--- src/rtl/speed_sample_ctrl.sv ---
// Fixed-window signed edge counter publishing speed samples over a valid/ack handshake.
// Build option SPEED_SATURATE_EN: clamp the accumulator instead of wrapping.
module speed_sample_ctrl #(
    parameter int WINDOW_CYCLES = 50000,
    parameter int WIN_W         = 16,
    parameter int CNT_W         = 8
) (
    input  logic             clk_i,
    input  logic             reset_i,
    input  logic             enable_i,
    input  logic             edge_en_i,
    input  logic             count_dir_i,
    output logic [CNT_W-1:0] speed_o,
    output logic             speed_valid_o,
    input  logic             speed_ack_i,
    output logic             overrun_o,
    output logic             busy_o
);
    typedef enum logic [1:0] {IDLE, ARM, COUNT} state_t;

    localparam logic [WIN_W-1:0] TERM    = WIN_W'(WINDOW_CYCLES - 1);
    localparam logic [CNT_W-1:0] ACC_MAX = {1'b0, {(CNT_W-1){1'b1}}};
    localparam logic [CNT_W-1:0] ACC_MIN = {1'b1, {(CNT_W-1){1'b0}}};

    state_t             state_q, state_d;
    logic [WIN_W-1:0]   timer_q, timer_d;
    logic [CNT_W-1:0]   accum_q, accum_d;
    logic [CNT_W-1:0]   speed_q, speed_d;
    logic               valid_q, valid_d;
    logic               overrun_q, overrun_d;
    logic [CNT_W-1:0]   acc_step;

    always_comb begin
        acc_step = accum_q;
        if (edge_en_i) begin
`ifdef SPEED_SATURATE_EN
            if (count_dir_i)
                acc_step = (accum_q == ACC_MAX) ? accum_q : accum_q + CNT_W'(1);
            else
                acc_step = (accum_q == ACC_MIN) ? accum_q : accum_q - CNT_W'(1);
`else
            acc_step = count_dir_i ? accum_q + CNT_W'(1) : accum_q - CNT_W'(1);
`endif
        end
    end

    always_comb begin
        state_d   = state_q;
        timer_d   = timer_q;
        accum_d   = accum_q;
        speed_d   = speed_q;
        valid_d   = valid_q;
        overrun_d = overrun_q;
        if (valid_q && speed_ack_i)
            valid_d = 1'b0;
        case (state_q)
            IDLE: begin
                if (enable_i)
                    state_d = ARM;
            end
            ARM: begin
                timer_d = '0;
                accum_d = '0;
                state_d = COUNT;
            end
            COUNT: begin
                if (!enable_i) begin
                    // Partial window is dropped; a pending sample stays until acked.
                    state_d = IDLE;
                    timer_d = '0;
                    accum_d = '0;
                end else if (timer_q == TERM) begin
                    speed_d = acc_step;
                    valid_d = 1'b1;
                    timer_d = '0;
                    accum_d = '0;
                    if (valid_q && !speed_ack_i)
                        overrun_d = 1'b1;
                end else begin
                    timer_d = timer_q + WIN_W'(1);
                    accum_d = acc_step;
                end
            end
            default: state_d = IDLE;
        endcase
    end

    always_ff @(posedge clk_i) begin
        if (reset_i) begin
            state_q   <= IDLE;
            timer_q   <= '0;
            accum_q   <= '0;
            speed_q   <= '0;
            valid_q   <= 1'b0;
            overrun_q <= 1'b0;
        end else begin
            state_q   <= state_d;
            timer_q   <= timer_d;
            accum_q   <= accum_d;
            speed_q   <= speed_d;
            valid_q   <= valid_d;
            overrun_q <= overrun_d;
        end
    end

    assign speed_o       = speed_q;
    assign speed_valid_o = valid_q;
    assign overrun_o     = overrun_q;
    assign busy_o        = (state_q != IDLE);
endmodule

--- config.mk ---
export PLATFORM = sky130hd
export DESIGN_NAME = speed_sample_ctrl
export DESIGN_NICKNAME = d
export VERILOG_FILES = /design/src/rtl/speed_sample_ctrl.sv
export SDC_FILE = /design/constraint.sdc
export NUM_CORES = 1
export LEC_CHECK = 0
export ABC_AREA = 1
export ABC_CLOCK_PERIOD_IN_PS = 2100
export CORE_ASPECT_RATIO = 0.75
export CORE_MARGIN = 2
export CORE_UTILIZATION = 45
export CTS_CLUSTER_DIAMETER = 30
export CTS_CLUSTER_SIZE = 12
export DETAILED_ROUTE_END_ITERATION = 10
export GPL_ROUTABILITY_DRIVEN = 0
export SLEW_MARGIN = 5
export SYNTH_ARGS = -nofsm -noshare
export SYNTH_HDL_FRONTEND = slang
export SYNTH_SLANG_ARGS = --single-unit
--- constraint.sdc ---
create_clock -name clk_i -period 2.1 [get_ports clk_i]
set_clock_uncertainty 0.15 [all_clocks]
set_input_delay 0.42 -clock clk_i [delete_from_list [all_inputs] [get_ports clk_i]]
set_output_delay 0.42 -clock clk_i [all_outputs]
set_load 0.03 [all_outputs]
==> qor_table.md, run 1 <==
| Parameter | Value |
|:---|:---|
| Kind of cell adding the most delay to the critical path | buffers and inverters |
| # fillers | 444 |
| Final design utilization | 56.8% |
| Hold violation count in the final report | 0 |
| Count of standard-cell rows | 21 |
| Most common library cell in the layout ignoring fill and taps | sky130_fd_sc_hd__nand2_1 |
| Initial standard-cell utilization of the core | 47.1% |
| CTS H-tree lvls | 2 |
| Antenna violations before repair | 0 |
| Vias per cell | 4.84 |
| Clock tree sinks | 36 |
| Count of pins over their slew limit | 0 |
| Startpoint Class | register |
| Post-route minimum period | 1960 ps |
| Antenna diode count | 0 |
| Worst vdd rail ir drop | 0.565 mV |
| Total die area | 5270 µm² |
| Proportion of synthesized flip-flops having asynchronous set or reset | 0% |
| Most used cells in the layout excluding fill and tap cells | sky130_fd_sc_hd__nand2_1 (73), sky130_fd_sc_hd__dfxtp_1 (36), sky130_fd_sc_hd__nor2_1 (31), sky130_fd_sc_hd__inv_1 (29), sky130_fd_sc_hd__a21oi_1 (24) |
| Die boundary width | 83.2 µm |
| Kind of path behind the tightest hold check | register to register |
| Vias after detailed routing | 1901 |
| Power after layout | 1.79 mW |
| CTS tree | built |
| Number of standard cells in the final layout excluding fillers | 393 |
| # DRC | 0 |
| RSZ-0062 raised after global routing | no |
| Ratio of cells with drive above 1 in the final layout | 16.7% |
| Final count of negative-setup-slack endpoints | 0 |
| Maximum fanout along the worst path | 2 |
| Layout net count | 353 |
| Cells after Synth | 300 |
| Max Fclk | 510 MHz |
| Number of instances in the placed design | 385 |
| Number of iterations in the first detailed-routing pass | 4 |
| Proportion of synthesized chip area in sequential cells | 34.1% |
| Reported leakage power | 1.10 nW |
| Number of buffers inserted for hold repair after clock tree synthesis | 0 |
| Largest buffer count on any clock path | 2 |
| Fraction of the cycle the final worst path needs | 93.4% |
| Post-synthesis to final-layout area growth | 20.6% |
| Number of distinct library cell variants in the gate-level netlist after synthesis | 35 |
| DRT antenna net count | 0 |
| Largest net degree at the start of global routing | 15 |
| Overflow left after global routing | 0 |
| Cell area after synthesis | 2120 µm² |
| Worst setup slack after layout | 138 ps |
| Clock transition at the register clock pins on the worst setup and hold paths after CTS | 70 ps |
| Tightest slew margin relative to the limit | 75.9% |
| CORE AREA | 4490 µm² |
| Worst path bufs/invs | 1 |
| Cells traversed along the worst timing path | clkdlybuf4s50_1 |
| Measured slew at the worst slew-check pin | 357 ps |
| Warnings, synthesis | 0 |
| Number of enable-type register cells in the synthesized netlist | 0 |
| Clock buffer count from CTS | 5 |
| Max cap viols | 0 |
| Register bit count reported by yosys | 36 |
| Slowest CP cell | sky130_fd_sc_hd__clkdlybuf4s50_1 |
| CTS root buf | sky130_fd_sc_hd__clkbuf_8 |
| Ports placed on the boundary | 17 |
| Wirelength, routed | 4710 µm |
| Arrival time worst endpoint | 1390 ps |
| Status | finished clean |
| Net count after synthesis | 318 |
| Required arrival time at the worst endpoint | 1530 ps |
| Vert. Die Dim | 63.4 µm |
| Category of the worst setup path capture point | output pin |
| HPWL after detailed placement | 3540 µm |
| Detailed-route wire length per cell | 12.0 µm |
| Number of input and output port buffers inserted | 16 |
| Worst Path Class, Setup | register to output pin |
| Via count of the first global-routing pass | 1818 |
| Global-route wire length before repair | 8340 µm |
| Most used flip-flop cell after synthesis | sky130_fd_sc_hd__dfxtp_1 |
| Dpl ws | -366 ps |
| Ratio of total power to cell area | 702 nW/µm² |
| Clock latency of the later-clocked register in the worst-skew pair | 290 ps |
| Violation count after the first detailed-route iteration | 99 |
| Largest stage delay on the critical path | 700 ps |
| Tot GR Track Use | 19.8% |
| Mean area per synthesized cell | 7.05 µm² |
[cell type report]
cell class	count	area (µm²)	share of cell area, %
clock buffer	6	72.6	2.84
clock inverter	2	35.0	1.37
sequential	36	721	28.2
tap	57	71.3	2.79
inverter	34	129	5.05
multi-input combinational	223	1220	47.9
timing repair buffer	35	300	11.8
[through the flow]
stage / hold WS (ps) / setup TNS (ps) / cell area [µm²]
final: 324 / 0 / 2550
after global routing: 367 / 0 / 2550
after CTS: 327 / 0 / 2550
after detailed placement: 316 / -3460 / 2440
after global placement: 309 / -3230 / 2440
after floorplan: 292 / 0 / 2120
[per-layer routing]
layer  global-route usage, %  routed length (µm)
met1                    29.3                2670
met2                    27.6                1760
met3                    4.85                 261
met4                    7.17                  24
met5                       0                   0
[cell families after synthesis]
group	Yosys count	share of synthesized area [%]
fa+ha+maj	12	7.45
flops	36	34.1
compound gates	48	13.0
simple gates	159	35.6
xor+xnor	4	1.66
buf+inv	41	8.22
[tightest hold or removal path, cell delays in order (launching register included)]
cell and delay, ps:
sky130_fd_sc_hd__dfxtp_1 310, sky130_fd_sc_hd__inv_1 70, sky130_fd_sc_hd__a21oi_1 50
[power breakdown]
group / switching (mW) / internal [mW] / total, mW
logic: 0.314 / 0.162 / 0.475
clock network: 0.249 / 0.352 / 0.601
registers: 0.0141 / 0.703 / 0.717
[synthesized netlist by cell type, types with 4 or more instances]
library cell | instances | area [µm²]
sky130_fd_sc_hd__nor2_1 | 31 | 116
sky130_fd_sc_hd__nand2_2 | 4 | 25.0
sky130_fd_sc_hd__nor3_1 | 5 | 25.0
sky130_fd_sc_hd__o21a_1 | 7 | 52.6
sky130_fd_sc_hd__ha_1 | 11 | 138
sky130_fd_sc_hd__dfxtp_1 | 36 | 721
sky130_fd_sc_hd__nand2_1 | 73 | 274
sky130_fd_sc_hd__nand3b_1 | 4 | 30.0
sky130_fd_sc_hd__nand3_1 | 22 | 110
sky130_fd_sc_hd__inv_1 | 31 | 116
sky130_fd_sc_hd__or2_2 | 5 | 31.3
sky130_fd_sc_hd__a21oi_1 | 24 | 120
sky130_fd_sc_hd__o21ai_0 | 9 | 45.0
sky130_fd_sc_hd__nor2_2 | 4 | 25.0
[registers in the layout (all words and copies together) (netlist names)]
| register | count |
|---|---|
| speed_o | 8 |
| speed_valid_o | 1 |
| accum_q | 8 |
| state_q | 2 |
| timer_q | 16 |
| overrun_o | 1 |
[worst paths after layout]
kind                                   to  slack [ps]                    start  cells after the start
setup / recovery               speed_o[5]         140  speed_o[5]$_SDFFE_PP0P_                      1
hold / removal    timer_q[7]$_SDFFE_PP0P_         320  timer_q[7]$_SDFFE_PP0P_                      2
setup reg to reg  accum_q[6]$_SDFFE_PP0P_         250  accum_q[0]$_SDFFE_PP0P_                     12
hold reg to reg   timer_q[7]$_SDFFE_PP0P_         320  timer_q[7]$_SDFFE_PP0P_                      2
[timing repair]
action                     in CTS  in global routing
setup endpoints to repair       9                  0
gates resized for setup         5                  0
setup buffers                   0                  0
Note: power is estimated with default switching activity, not from simulation.
==> inputs of run 2 (changes only) <==
--- a/config.mk
+++ b/config.mk
@@ -14,6 +14,7 @@
 export CTS_CLUSTER_SIZE = 12
 export DETAILED_ROUTE_END_ITERATION = 10
 export GPL_ROUTABILITY_DRIVEN = 0
+export SKIP_LAST_GASP = 1
 export SLEW_MARGIN = 5
 export SYNTH_ARGS = -nofsm -noshare
 export SYNTH_HDL_FRONTEND = slang
==> results of run 2 <==
No change in the layout: final DEF, timing and power equal those of run 1.
